### src/rtl/ifp_serial_pe.sv
// ============================================================================
// Module   : ifp_serial_pe
// Purpose  : Bit-serial IFT pixel element that evaluates one neighbour offer
//            per run using f_sum or f_max, with a serial load/unload chain.
//            Optional macro IFP_LIFO_TIE_EN makes equal-cost offers conquer.
// Revision : 1.0  initial release
// ============================================================================
`default_nettype none

module ifp_serial_pe #(
  parameter int COST_W  = 8,
  parameter int LABEL_W = 8,
  parameter int PRED_W  = 4
) (
  input  logic              clock,
  input  logic              reset,
  input  logic              start,
  input  logic              pathfunction,
  input  logic [PRED_W-1:0] nbr_dir,
  input  logic              nbr_cost_in,
  input  logic              arc_in,
  input  logic              nbr_label_in,
  input  logic              shift_en,
  input  logic              ser_in,
  output logic              ser_out,
  input  logic              clear_changed,
  output logic              busy,
  output logic              done,
  output logic              conquest,
  output logic              changed,
  output logic [COST_W-1:0] cost_out
);

  localparam int T     = COST_W + LABEL_W + PRED_W + 2;
  localparam int MAXW  = (COST_W > LABEL_W) ? COST_W : LABEL_W;
  localparam int CNT_W = (MAXW > 1) ? $clog2(MAXW) : 1;

  typedef enum logic [2:0] {
    S_IDLE   = 3'd0,
    S_COST   = 3'd1,
    S_LABEL  = 3'd2,
    S_DECIDE = 3'd3,
    S_SAVE   = 3'd4
  } state_t;

  state_t              state_q, state_d;
  logic [CNT_W-1:0]    cnt_q, cnt_d;
  logic [COST_W-1:0]   cost_q, cost_d;
  logic [LABEL_W-1:0]  label_q, label_d;
  logic [PRED_W-1:0]   pred_q, pred_d;
  logic                seed_q, seed_d;
  logic                changed_q, changed_d;
  logic [COST_W-1:0]   nbr_q, nbr_d;
  logic [COST_W-1:0]   arc_q, arc_d;
  logic [COST_W-1:0]   sum_q, sum_d;
  logic [LABEL_W-1:0]  lab_hold_q, lab_hold_d;
  logic                carry_q, carry_d;
  logic                gt_q, gt_d;
  logic                pf_q, pf_d;
  logic [PRED_W-1:0]   dir_q, dir_d;
  logic                conq_q, conq_d;
  logic                done_q, done_d;

  logic [T-1:0]        w_chain_cur;
  logic [T-1:0]        w_chain_nxt;
  logic [COST_W-1:0]   w_cand;
  logic                w_win;

  // A clear in the same cycle as a shift takes effect first.
  assign w_chain_cur = {changed_q & ~clear_changed, seed_q, pred_q, label_q, cost_q};
  assign w_chain_nxt = {ser_in, w_chain_cur[T-1:1]};

  always_comb begin
    w_cand = '0;
    if (pf_q) begin
      w_cand = gt_q ? nbr_q : arc_q;
    end else begin
      w_cand = carry_q ? {COST_W{1'b1}} : sum_q;
    end
  end

`ifdef IFP_LIFO_TIE_EN
  assign w_win = (w_cand <= cost_q) & ~seed_q;
`else
  assign w_win = (w_cand < cost_q) & ~seed_q;
`endif

  always_comb begin
    state_d    = state_q;
    cnt_d      = cnt_q;
    cost_d     = cost_q;
    label_d    = label_q;
    pred_d     = pred_q;
    seed_d     = seed_q;
    changed_d  = changed_q;
    nbr_d      = nbr_q;
    arc_d      = arc_q;
    sum_d      = sum_q;
    lab_hold_d = lab_hold_q;
    carry_d    = carry_q;
    gt_d       = gt_q;
    pf_d       = pf_q;
    dir_d      = dir_q;
    conq_d     = conq_q;
    done_d     = 1'b0;

    case (state_q)
      S_IDLE: begin
        if (shift_en) begin
          {changed_d, seed_d, pred_d, label_d, cost_d} = w_chain_nxt;
        end else begin
          if (clear_changed) begin
            changed_d = 1'b0;
          end
          if (start) begin
            pf_d    = pathfunction;
            dir_d   = nbr_dir;
            conq_d  = 1'b0;
            carry_d = 1'b0;
            gt_d    = 1'b0;
            cnt_d   = '0;
            state_d = S_COST;
          end
        end
      end
      S_COST: begin
        nbr_d   = {nbr_cost_in, nbr_q[COST_W-1:1]};
        arc_d   = {arc_in, arc_q[COST_W-1:1]};
        sum_d   = {nbr_cost_in ^ arc_in ^ carry_q, sum_q[COST_W-1:1]};
        carry_d = (nbr_cost_in & arc_in) | (carry_q & (nbr_cost_in ^ arc_in));
        gt_d    = (nbr_cost_in & ~arc_in) | (~(nbr_cost_in ^ arc_in) & gt_q);
        if (cnt_q == CNT_W'(COST_W - 1)) begin
          cnt_d   = '0;
          state_d = S_LABEL;
        end else begin
          cnt_d = cnt_q + CNT_W'(1);
        end
      end
      S_LABEL: begin
        lab_hold_d = lab_hold_q >> 1;
        lab_hold_d[LABEL_W-1] = nbr_label_in;
        if (cnt_q == CNT_W'(LABEL_W - 1)) begin
          cnt_d   = '0;
          state_d = S_DECIDE;
        end else begin
          cnt_d = cnt_q + CNT_W'(1);
        end
      end
      S_DECIDE: begin
        conq_d  = w_win;
        state_d = S_SAVE;
      end
      S_SAVE: begin
        if (conq_q) begin
          cost_d    = w_cand;
          label_d   = lab_hold_q;
          pred_d    = dir_q;
          changed_d = 1'b1;
        end
        done_d  = 1'b1;
        state_d = S_IDLE;
      end
      default: begin
        state_d = S_IDLE;
      end
    endcase
  end

  always_ff @(posedge clock) begin
    if (reset) begin
      state_q    <= S_IDLE;
      cnt_q      <= '0;
      cost_q     <= {COST_W{1'b1}};
      label_q    <= '0;
      pred_q     <= '0;
      seed_q     <= 1'b0;
      changed_q  <= 1'b0;
      nbr_q      <= '0;
      arc_q      <= '0;
      sum_q      <= '0;
      lab_hold_q <= '0;
      carry_q    <= 1'b0;
      gt_q       <= 1'b0;
      pf_q       <= 1'b0;
      dir_q      <= '0;
      conq_q     <= 1'b0;
      done_q     <= 1'b0;
    end else begin
      state_q    <= state_d;
      cnt_q      <= cnt_d;
      cost_q     <= cost_d;
      label_q    <= label_d;
      pred_q     <= pred_d;
      seed_q     <= seed_d;
      changed_q  <= changed_d;
      nbr_q      <= nbr_d;
      arc_q      <= arc_d;
      sum_q      <= sum_d;
      lab_hold_q <= lab_hold_d;
      carry_q    <= carry_d;
      gt_q       <= gt_d;
      pf_q       <= pf_d;
      dir_q      <= dir_d;
      conq_q     <= conq_d;
      done_q     <= done_d;
    end
  end

  assign ser_out  = cost_q[0];
  assign busy     = (state_q != S_IDLE);
  assign done     = done_q;
  assign conquest = conq_q;
  assign changed  = changed_q;
  assign cost_out = cost_q;

endmodule

`default_nettype wire
### config.mk
export PLATFORM = sky130hd
export DESIGN_NAME = ifp_serial_pe
export DESIGN_NICKNAME = d
export VERILOG_FILES = /design/src/rtl/ifp_serial_pe.sv
export SDC_FILE = /design/constraint.sdc
export NUM_CORES = 1
export LEC_CHECK = 0
export CORE_UTILIZATION = 45
export CTS_CLUSTER_SIZE = 10
export DETAILED_ROUTE_END_ITERATION = 8
export PLACE_DENSITY_LB_ADDON = 0.08
export SYNTH_ARGS = -nofsm -noshare
export SYNTH_HDL_FRONTEND = slang
export SYNTH_SLANG_ARGS = --single-unit
### constraint.sdc
create_clock -name clock -period 5.6 [get_ports clock]
set_input_delay 1.12 -clock clock [delete_from_list [all_inputs] [get_ports clock]]
set_output_delay 1.12 -clock clock [all_outputs]
set_load 0.1 [all_outputs]
==> results.md, run 1 <==
* Initial antenna violation count at 0
* Top_reg_cell synth: dfxtp_1
* Pwr Density at 282 nW/um^2
* Hold Path Class: reg -> reg
* DRC at 0
* Synthesized area per cell at 8.36 sq um
* Worst R2R Path Depth at 7
* CTS tree: built
* Final Setup Violations at 0
* Main combinational cell family by area after synthesis: simple AND/OR/NAND/NOR gates
* Final Skew at 11.0 ps
* Clock transition at the registers of the reported paths at 80 ps
* IO Count at 27
* Cells after synthesis at 392
* Row cnt at 30
* Vias in the first global route at between 2000 and 2500
* Non-Filler Instances at 497
* Layout cells sized above 1 at between 7 and 8%
* Register bit total from synthesis at 69
* TritonRoute pass-1 iters at 4
* Die width at 87.3 um
* CTS resizes at 0
* Setup WS pre-CTS at 2520 ps
* Status: complete, no violations
* Port Buf Inserts at 26
* Final Util at between 50 and 60%
* CP endpoint kind: primary output
* Period utilization at 61.6%
* Remaining antenna violation count at 0
* Top cells by area, synth: dfxtp_1, nand2_1, a21oi_1
* Hold Path Depth at 2
* Num CTS Buffers at 9
* Slew headroom at between 30% and 40%
* Max Buffers Root-to-Sink at 2
* Worst Max-Slew Pin Slew at 967 ps
* Post-Syn Area at 3280 sq um
* GR Util All Layers at 19.8%
* Max-Cap Viols at 0
* Synthesis-to-finish area growth at 10.7%
* Leak at 1.32 nW
* Global-route wire length before repair at 11700 um
* Number of synthesized flops with an enable pin at 0
* Mux cell area share after synthesis at between 5 and 6%
* Adder-cell share of the synthesized area at under 10%
* Synthesized net count at 417
* Post-DP Area at roughly 3400 sq um
* Unrepaired setup endpoints after global routing: false
* Routability cong. at 0.806
* Final-report hold violation count at 0
* Seq/Total Area, Yosys at roughly 42%
* Worst R2R End: conquest$_SDFFE_PP0P_
* Final wirelength at 6870 um
* Vias at roughly 2600
* Wire per inst at 13.8 um
* Placed Cells at 481
* Worst r2r src: gt_q$_SDFFE_PP0P_
* Hold EP: nbr_q[4]$_SDFFE_PP0P_
* Final Max Tran Viols at 0
* Antenna diodes at 0
* Synth async-reset ratio at 0%
* Xor-xnor portion of the synthesized cell area at 0%
* Worst VDD drop at 192 uV
* Final Total Pwr at 1.02 mW
* Fmax at roughly 290 MHz
* Starting Density at 47.4%
* CP startpoint kind: flip-flop
* Hold Slack at 460 ps
* Critical path type: reg -> out
* Arrival time at the worst endpoint at 2330 ps
* Simple-gate share of the synthesized area at 21.5%
* Core area at slightly below 7000 sq um
* Syn. warnings at 0
* Setup Fix Bufs, Post-CTS at 0
* Quantity of hold-fixing buffers added after cts at 0
* CP Max Fanout at 13
* Clk_lat worst skew at 340 ps
* Top cell type's share of synthesized area at 42.2%
* CTS Sinks at roughly 70
* Final worst slack at about 2200 ps
* Library cells used by synthesis at 44
* Setup_tns at 0 ps
* Period minus WS final at 3450 ps
* Flop2flop setup slack at about 3400 ps
* DP HPWL at 4420 um
* Layout Nets at roughly 420
* Clk root buf: clkbuf_8
* Area leader, netlist: dfxtp_1
* Req. time, crit path at 4480 ps
* DIE HEIGHT at 87.3 um
* Synth Area in Compound Gates at 16.9%
* Worst Hold Launch: nbr_q[5]$_SDFFE_PP0P_
* Cell area after layout at 3630 sq um
* H-Tree Depth at 3
* Largest net degree at the start of global routing at 77
* DR iter-0 viols at 115
* Vias per cell at 5.27
* Die ar. at roughly 7600 sq um
* GRT Residual Overflow at 0
[how the worst max path moves through the flow]
stage / start / to / slack [ps] / cells after the start
after global routing: state_q[0]$_SDFFE_PP0P_ / busy / 2030 / 3
after global placement: state_q[0]$_SDFFE_PP0P_ / busy / 2510 / 3
after detailed placement: state_q[0]$_SDFFE_PP0P_ / busy / 2520 / 3
after floorplan: cost_out[0]$_SDFFE_PP1P_ / cost_out[0] / 3080 / 1
after CTS: state_q[0]$_SDFFE_PP0P_ / busy / 2140 / 3
final: state_q[0]$_SDFFE_PP0P_ / busy / 2150 / 3
[metal layers]
layer	global-route usage, %	part of all wire, %
met1	24.3	48
met3	6.07	2.7
met5	0	0
met2	32.9	48
met4	6.86	1.2
[placed cells by master, fill, tap and decap left out, types with 2 or more instances in the layout]
cell type,Yosys,final
a311oi_1,13,13
dfxtp_1,69,69
nor3b_2,1,3
clkbuf_8,6,10
a211oi_1,11,11
ha_1,10,10
nand2_1,86,86
or3_1,2,2
nor2_1,30,30
o21ai_0,4,4
clkbuf_1,11,2
clkinv_2,0,2
nor3_1,18,18
inv_1,12,12
a21oi_1,47,47
clkdlybuf4s50_1,0,25
buf_4,9,5
nand3_1,8,8
mux2i_1,17,17
nor3_4,2,2
[layout make-up]
type	instances	area, sq um
well taps	96	120
inverters	12	45.0
repair buffers	31	293
clock buffers	12	145
clock inverters	4	47.5
flip-flops and latches	69	1380
fillers	711	3280
multi-input cells	273	1590
[synth_stat cells (all sizes together) (2+ instances only)]
library cell / count
a211oi: 12
a21oi: 47
a311oi: 13
buf: 20
clkbuf: 18
dfxtp: 69
ha: 10
inv: 12
mux2i: 17
nand2: 87
nand3: 8
nor2: 30
nor3: 20
nor3b: 4
o21ai: 4
or3: 2
[power breakdown]
| part | total, mW | switching (mW) | internal (mW) |
|---|---|---|---|
| Clock | 0.398 | 0.181 | 0.217 |
| Sequential | 0.518 | 0.0133 | 0.505 |
| Combinational | 0.107 | 0.0705 | 0.0364 |
| Total | 1.02 | 0.265 | 0.758 |
[state kept, by name, indices dropped and copies added, names as in the netlist, 4 cells and up]
name and count:
pred_q 4, nbr_q 8, dir_q 4, cost_out 8, arc_q 8, sum_q 8, label_q 8, lab_hold_q 8
[worst max-delay path: stages (launching register included)]
cell and delay, ps:
dfxtp_1 640, nor3_4 140, inv_1 90, clkdlybuf4s50_1 1120
[cell families after synthesis]
| logic type | count (synthesis) |
|---|---|
| AO/OA/AOI/OAI | 86 |
| adder cells (fa/ha/maj) | 11 |
| buffers and inverters | 50 |
| flip-flops | 69 |
| multiplexers | 18 |
| AND/OR/NAND/NOR | 158 |
Power figures use the tool's default switching activity.
==> run 2: changes to the inputs <==
==> constraint.sdc (replaced) <==
create_clock -name clock -period 3.1 [get_ports clock]
set_input_delay 0.62 -clock clock [delete_from_list [all_inputs] [get_ports clock]]
set_output_delay 0.62 -clock clock [all_outputs]
set_load 0.1 [all_outputs]
==> results.md, run 2 (synthesized netlist as in run 1, its figures left out) <==
* Status: complete, no violations
* CP endpoint kind: primary output
* Hold Path Depth at 2
* Hold EP: arc_q[0]$_SDFFE_PP0P_
* GR Util All Layers at between 10% and 20%
* Layout Nets at 422
* CP max-delay cell: nor3_4
* Routability cong. at 0.734
* Fmax at 444 MHz
* Final Skew at between 8 and 9 ps
* Placed Cells at roughly 480
* Unrepaired setup endpoints after global routing: false
* TritonRoute pass-1 iters at 4
* DIE HEIGHT at 87.3 um
* Remaining antenna violation count at 0
* Slowest Stage Delay on Critical Path at about 480 ps
* CTS Sinks at 69
* Req. time, crit path at 2480 ps
* CTS tree: built
* Worst r2r src: gt_q$_SDFFE_PP0P_
* GRT Residual Overflow at 0
* Global-route wire length before repair at roughly 11000 um
* Highest-count cells in the layout ignoring fill and taps: nand2_1, dfxtp_1, a21oi_1
* Critical path type: reg -> out
* Final-report hold violation count at 0
* CTS resizes at 0
* Period utilization at 72.6%
* Port Buf Inserts at 26
* Commonest non-fill, non-tap cell in the layout: nand2_1
* Cells along the critical path: nor3_4 > inv_1 > buf_4
* Synthesis-to-finish area growth at 11.6%
* FF/Latch Area at 1380 sq um
* Filler Cells Inserted at 687
* Period minus WS final at 2250 ps
* Core area at a little under 7000 sq um
* Initial antenna violation count at 0
* DRC at 0
* Arrival time at the worst endpoint at 1630 ps
* CP startpoint kind: flip-flop
* Starting Density at 47.4%
* Quantity of hold-fixing buffers added after cts at 0
* CP Max Fanout at 11
* Pwr Density at 533 nW/um^2
* Die ar. at 7620 sq um
* Die width at 87.3 um
* Worst R2R Path Depth at 7
* Worst Hold Launch: arc_q[0]$_SDFFE_PP0P_
* Layout cells sized above 1 at between 10 and 15%
* Multi-input logic area at about 1600 sq um
* Setup_tns at 0 ps
* Flop2flop setup slack at between 900 and 1000 ps
* Vias in the first global route at 2371
* Final worst slack at 850 ps
* Buf/Inv on CP at 2
* Max Buffers Root-to-Sink at 2
* Final wirelength at approximately 6700 um
* Top delay family on crit path: simple AND/OR/NAND/NOR gates
* Final Total Pwr at ~1.9 mW
* Leak at 1.35 nW
* Largest net degree at the start of global routing at between 40 and 50
* CP Depth at 3
* Clk root buf: clkbuf_8
* Clock transition at the registers of the reported paths at 80 ps
* Vias per cell at roughly 5.2
* Slew headroom at 46.2%
* Vias at around 2600
* Row cnt at 30
* Max-Cap Viols at 0
* DP HPWL at 4390 um
* Worst R2R End: conquest$_SDFFE_PP0P_
* DR iter-0 viols at ~130
* Setup WS pre-CTS at 737 ps
* Wire per inst at ~13 um
* Antenna diodes at 0
* Worst Max-Slew Pin Slew at 805 ps
* Final Setup Violations at 0
* Worst VDD drop at 332 uV
* Non-Filler Instances at 498
* Hold Slack at between 400 and 500 ps
* H-Tree Depth at 3
* Hold Path Class: reg -> reg
* Num CTS Buffers at 9
* Final Max Tran Viols at 0
* IO Count at 27
* Clk_lat worst skew at 340 ps
* Setup Fix Bufs, Post-CTS at 0
-- run 2: report_power, final --
group	total [mW]	internal, mW	switching [mW]	leakage, nW
Combinational	0.195	0.0691	0.126	0.679
Clock	0.819	0.457	0.362	0.106
Sequential	0.936	0.912	0.0244	0.560
-- run 2: per-layer routing --
layer  GRT usage [%]  wire length (um)
met5               0                 0
met4            8.35               129
met3            3.51               150
met2            31.6              3200
met1            24.7              3250
-- run 2: cell type report --
class / instances / share of cell area, %
clock buffers: 9 / 3.39
well taps: 96 / 3.29
multi-input cells: 273 / 43.6
flip-flops and latches: 69 / 37.8
repair buffers: 32 / 8.01
clock inverters: 7 / 2.67
inverters: 12 / 1.23
-- run 2: per-stage QoR --
| stage | util [%] | instance area [sq um] |
|---|---|---|
| 2_1_floorplan | - | 3280 |
| 3_3_place_gp | 49.7 | 3430 |
| 3_5_place_dp | 49.7 | 3430 |
| 4_1_cts | 52.9 | 3650 |
| 5_1_grt | 52.9 | 3650 |
| 6_report | 52.9 | 3650 |
-- run 2: worst register-to-register path, delay by kind of cell, from the launching register on --
family,cells,cell delay [ps]
AOI/OAI and AO/OA,5,820
adders and majority gates,1,340
muxes,1,290
DFF,1,660
-- run 2: worst max-delay path by stage --
stage                       startpoint                  endpoint  slack [ps]
2_1_floorplan    conquest$_SDFFE_PP0P_  cost_out[7]$_SDFFE_PP1P_         950
3_3_place_gp                  shift_en  cost_out[3]$_SDFFE_PP1P_         810
3_5_place_dp                  shift_en   label_q[6]$_SDFFE_PP0P_         740
4_1_cts        state_q[1]$_SDFFE_PP0P_                      busy         800
5_1_grt        state_q[1]$_SDFFE_PP0P_                      busy         730
6_report       state_q[1]$_SDFFE_PP0P_                      busy         850
==> run 3: changes to the inputs <==
==> constraint.sdc (replaced) <==
create_clock -name clock -period 1.8 [get_ports clock]
set_input_delay 0.36 -clock clock [delete_from_list [all_inputs] [get_ports clock]]
set_output_delay 0.36 -clock clock [all_outputs]
set_load 0.1 [all_outputs]
==> results.md, run 3 (synthesized netlist as in run 1, its figures left out) <==
* Slowest Stage Delay on Critical Path at 360 ps
* Row cnt at 30
* Hold Slack at 456 ps
* Period minus WS final at roughly 1800 ps
* DR iter-0 viols at approximately 130
* Worst Setup SP: gt_q$_SDFFE_PP0P_
* Placed Cells at around 510
* Vias at 2760
* Cells along the critical path: buf_6 > mux2i_4 > a21oi_2 > ha_1 > o21a_1 > nor2_1 > a311oi_1 > a211oi_2
* GRT Residual Overflow at 0
* CTS Sinks at 69
* Setup_tns at 0 ps
* H-Tree Depth at 3
* Flop2flop setup slack at 20 ps
* Layout cells sized above 1 at 19.0%
* Top delay family on crit path: compound AO/OA/AOI/OAI gates
* Worst Max-Slew Pin Slew at 608 ps
* TritonRoute pass-1 iters at 4
* Final Setup Violations at 0
* Vias per cell at 5.28
* CP startpoint kind: flip-flop
* Unrepaired setup endpoints after global routing: true
* Initial antenna violation count at 0
* Hold Path Class: reg -> reg
* GR Util All Layers at 20.0%
* Die width at 87.3 um
* CP Max Fanout at 4
* Clk root buf: clkbuf_8
* Largest net degree at the start of global routing at 30
* Fmax at 562 MHz
* Pwr Density at 835 nW/um^2
* Max-Cap Viols at 0
* Worst R2R End: conquest$_SDFFE_PP0P_
* CTS tree: built
* Non-Filler Instances at 523
* Starting Density at 47.4%
* Buf/Inv on CP at 1
* Req. time, crit path at 2010 ps
* DP HPWL at 4800 um
* Slew headroom at 59.5%
* Final Total Pwr at 3.40 mW
* Worst VDD drop at 547 uV
* Routability cong. at 0.743
* Highest-count cells in the layout ignoring fill and taps: nand2_1, dfxtp_1, a21oi_1
* Filler Cells Inserted at 654
* Worst Hold Launch: dir_q[1]$_SDFFE_PP0P_
* Remaining antenna violation count at 0
* DIE HEIGHT at 87.3 um
* Status: complete, no violations
* Wire per inst at 13.4 um
* CP endpoint kind: flip-flop
* Layout Nets at between 400 and 500
* Worst r2r src: gt_q$_SDFFE_PP0P_
* Critical path type: reg -> reg
* Port Buf Inserts at 26
* Leak at ~1.6 nW
* Clock transition at the registers of the reported paths at 80 ps
* DRC at 0
* Die ar. at 7620 sq um
* Max Buffers Root-to-Sink at 2
* Clk_lat worst skew at 340 ps
* Synthesis-to-finish area growth at 24.3%
* Final Skew at 9.24 ps
* Antenna diodes at 0
* Arrival time at the worst endpoint at approximately 2000 ps
* Final Max Tran Viols at 0
* Vias in the first global route at 2566
* Num CTS Buffers at 9
* Global-route wire length before repair at 11700 um
* Core area at between 6000 and 7000 sq um
* Period utilization at 98.9%
* IO Count at 27
* Commonest non-fill, non-tap cell in the layout: nand2_1
* CP max-delay cell: dfxtp_2
* Final-report hold violation count at 0
* Hold Path Depth at 2
* Final Util at 59.0%
* Hold EP: dir_q[1]$_SDFFE_PP0P_
* Final wirelength at 6990 um
* Worst R2R Path Depth at 8
==> run 3: cell count changes in the layout (fill, tap and decap cells not counted), moves of 3 or more <==
cell     before  now
buf_12        2   17
mux2i_1      17   13
dfxtp_2       0    3
mux2i_2       0    3
dfxtp_1      69   66
buf_4        17   26
==> run 3: per-stage QoR <==
| stage | setup slack [ps] | instance area [sq um] |
|---|---|---|
| 4_1_cts | 5.99 | 4030 |
| 3_5_place_dp | -93.0 | 3790 |
| 5_1_grt | -84.6 | 4070 |
| 3_3_place_gp | -76.1 | 3790 |
| 6_report | 19.2 | 4070 |
| 2_1_floorplan | 27.7 | 3280 |
==> run 3: layout make-up <==
class                   instances  area (sq um)  share of cell area (%)
flip-flops and latches         69          1390                    34.0
clock buffers                  10           128                    3.13
well taps                      96           120                    2.95
repair buffers                 57           672                    16.5
clock inverters                 6          87.6                    2.15
multi-input cells             273          1640                    40.2
inverters                      12          45.0                    1.11
==> run 3: how the worst max path moves through the flow <==
stage / endpoint / slack (ps) / cells after the start
floorplan: conquest$_SDFFE_PP0P_ / 30 / 8
global placement: cost_out[3]$_SDFFE_PP1P_ / -80 / 5
detailed placement: cost_out[6]$_SDFFE_PP1P_ / -90 / 5
CTS: conquest$_SDFFE_PP0P_ / 6 / 7
global route: conquest$_SDFFE_PP0P_ / -80 / 7
finish: conquest$_SDFFE_PP0P_ / 20 / 8
==> run 3: where the power goes <==
group / switching [mW] / internal (mW)
clock network: 0.599 / 0.781
registers: 0.0369 / 1.57
logic: 0.238 / 0.177
total: 0.873 / 2.53
==> run 3: worst register-to-register path, cell delays in order (launching register included) <==
cell and delay [ps]:
dfxtp_2 360, buf_6 130, mux2i_4 230, a21oi_2 90, ha_1 300, o21a_1 110
nor2_1 40, a311oi_1 280, a211oi_2 110
==> run 3: metal layers <==
metal,share of wire (%),GRT usage (%),vias to the layer above
met3,2.7,3.60,11
met4,1.9,10.4,0
met1,47,24.4,1300
met5,0,0,-
li1,-,-,1408
met2,48,33.6,41
==> run 3: timing repair <==
action | in CTS | in global routing
setup buffers | 1 | 1
gates resized for setup | 4 | 8
endpoints found under the hold margin | 0 | 0
pin swaps | 1 | 4
hold buffers | 0 | 0
setup endpoints to repair | 2 | 2
==> variant, RTL diff (flow settings as in run 1) <==
Build with the macro `IFP_LIFO_TIE_EN` defined.
--- a/src/rtl/ifp_serial_pe.sv
+++ b/src/rtl/ifp_serial_pe.sv
@@ -6,6 +6,8 @@
 // Revision : 1.0  initial release
 // ============================================================================
 `default_nettype none
+
+`define IFP_LIFO_TIE_EN
 
 module ifp_serial_pe #(
   parameter int COST_W  = 8,
Check against the original RTL: no difference found for any inputs over 10 cycles, from zero or initial values and one cycle with reset high; that may be too few to reach the edited logic, so the function may still have changed.
==> variant against run 1 <==
  * Die area up 2.3%
  * Total power down 1.1%
  * Sequential cell count unchanged
  * Count of clock-buffer cells in the layout up 1
  * Sequential share of layout area down 0.86 points
  * Critical path depth unchanged
  * Area after synthesis up 2.4%
  * Routed wire length up 5.1%
  * Non-clock buffer count down 2
  * Final area up 2.3%
  * Setup slack worse by 0.071 ns
  * Clock power down 5.3%
==> variant: results (changes against run 1) <==
YOSYS
----------------------------------------------------------------------------------------
Dominant cells by area after synthesis                                      sky130_fd_sc_hd__dfxtp_1 41%, sky130_fd_sc_hd__nand2_1 9.4%, sky130_fd_sc_hd__a21oi_1 6.1%, sky130_fd_sc_hd__mux2i_1 5.1%, sky130_fd_sc_hd__a311oi_2 4.5%
Most numerous cell types in the synthesized netlist                         84 x sky130_fd_sc_hd__nand2_1, 69 x sky130_fd_sc_hd__dfxtp_1, 41 x sky130_fd_sc_hd__a21oi_1, 33 x sky130_fd_sc_hd__nor2_1, 17 x sky130_fd_sc_hd__mux2i_1
Synthesis warning total                                                                0   unchanged
Post-synth cell types                                                                 42   -4.5%
Proportion of synthesized flip-flops having asynchronous set or reset                 0%   unchanged
Sequential cell area fraction in the yosys report                                  41.2%   -0.99 points
Top FF cell, synth                                                          sky130_fd_sc_hd__dfxtp_1

HOLD PATH
----------------------------------------------------------------------------------------
Worst hold path startpoint                                                      dir_q[3]
Path category of the worst min-delay check                                    reg -> reg
Worst hold path endpoint                                                        dir_q[3]
Worst Hold Depth                                                                       2   unchanged

PLACED DESIGN
----------------------------------------------------------------------------------------
HPWL Detailed                                                                    4780 um   +8.2%
GPL Wtd Cong                                                                       0.740   -8.3%
Worst slack at placement                                                         2.43 ns   -0.0899 ns

POWER AND IR DROP
----------------------------------------------------------------------------------------
Static Leakage                                                                0.00131 uW   -0.14%
Worst-case vdd ir drop                                                            147 uV   -23%

GRT
----------------------------------------------------------------------------------------
First-pass GRT wire length                                                      11700 um   +0.17%
Pin count of the biggest net entering global routing                                  54   -30%
Global routing usage summed across all routing layers                              19.8%   about the same
Number of global-route vias before repair                                           2332   -4.2%
Initial antenna violation count                                                        0   unchanged

ROUTE
----------------------------------------------------------------------------------------
Vias after detailed routing                                                         2656   +1.3%
Detailed Routing Iterations Pass 1                                                     4   unchanged
Wire per inst                                                                    14.5 um   +5.1%
Post-route DRC violation count                                                         0   unchanged
Detailed router's first-iteration violation count                                    157   +37%

CLOCK TREE
----------------------------------------------------------------------------------------
CTS clk-pin slew, worst paths                                                    0.07 ns
Clock root buffer                                                           sky130_fd_sc_hd__clkbuf_8
Clock tree buffer depth                                                                2   unchanged
Post-CTS sizing                                                                        0   unchanged

WORST SETUP PATH
----------------------------------------------------------------------------------------
Reg2reg setup slack                                                              3.37 ns   about the same
Worst-path maximum fanout                                                             14   +1
Cell with the largest stage delay on the worst path                         sky130_fd_sc_hd__clkdlybuf4s50_1
Category of cells accounting for the largest share of critical-path delay   buffers and inverters
Worst reg2reg path endpoint                                                     conquest

LAYOUT
----------------------------------------------------------------------------------------
Final nets                                                                           420   -0.24%
Filler cells                                                                         726   +2.1%
Count of antenna diodes in the layout                                                  0   unchanged
Share of final-layout standard cells stronger than drive strength 1                7.79%   +0.31 points

STATUS
----------------------------------------------------------------------------------------
Run status                                                                  finished, final reports clean

STA
----------------------------------------------------------------------------------------
Worst slew pin tran                                                              1.01 ns   +0.0471 ns
Final Skew                                                                    0.00757 ns   -0.00342 ns

variant: cell count changes in the layout (fill, tap and decap cells not counted), moves of 4 or more:
cell                       change
sky130_fd_sc_hd__a211o_1       +6
sky130_fd_sc_hd__a211oi_1      -8
sky130_fd_sc_hd__a21oi_1       -6
sky130_fd_sc_hd__a311oi_1     -11
sky130_fd_sc_hd__a311oi_2     +10
sky130_fd_sc_hd__and2_1        +7
sky130_fd_sc_hd__nand2b_1      +4
sky130_fd_sc_hd__nor3_1        -7
sky130_fd_sc_hd__o32a_1        +8
variant: cell families (layout without fill, tap and decap cells):
kind of cell | after synthesis | count (layout) | share of synthesized area [%]
buf+inv | 48 | 55 | 7.80
mux | 18 | 18 | 5.41
flops | 69 | 69 | 41.2
compound gates | 85 | 85 | 19.2
simple gates | 159 | 159 | 21.7
fa+ha+maj | 12 | 12 | 4.70
variant: area by class of cell:
cell class	instances	area (um^2)	share of cell area, %
multi-input combinational	274	1710	46.1
timing repair buffer	29	278	7.49
clock inverter	2	35.0	0.944
sequential	69	1380	37.2
inverter	11	41.3	1.11
tap	99	124	3.34
clock buffer	13	139	3.74
variant: tightest hold or removal path, delay by kind of cell, from the launching register on:
family,cells,cell delay (ns)
AND/OR/NAND/NOR,1,0.05
flip-flops,1,0.31
AO/OA/AOI/OAI,1,0.05
variant: per-stage QoR:
step                hold WS (ns)  instances  area, um^2  util (%)  power (uW)
finish                     0.458        497        3710      51.4        1010
global placement           0.442        482        3540      49.0         645
detailed placement         0.450        482        3540      49.0         647
global route               0.477        497        3710      51.4        1060
CTS                        0.461        497        3710      51.4        1030
floorplan                  0.436        391        3350         -         618
variant: how the worst max path moves through the flow:
stage	cells past startpoint	to	start	slack, ns
after detailed placement	3	busy	state_q[1]	2.43
after floorplan	1	cost_out[0]	cost_out[0]	3.08
after global routing	3	busy	state_q[1]	1.97
after global placement	3	busy	state_q[1]	2.45
after CTS	3	busy	state_q[1]	2.05
final	3	busy	state_q[1]	2.08
variant: routing by layer:
metal  track usage [%]  part of all wire (%)
met5                 0                     0
met4              7.04                   1.2
met3              4.57                   3.5
met2              28.9                    45
met1              28.6                    50
variant: power by group:
group / switching, uW / total (uW) / internal [uW]
registers: 14.1 / 519 / 505
clock network: 174 / 377 / 203
logic: 75.2 / 116 / 40.5
total: 263 / 1010 / 749
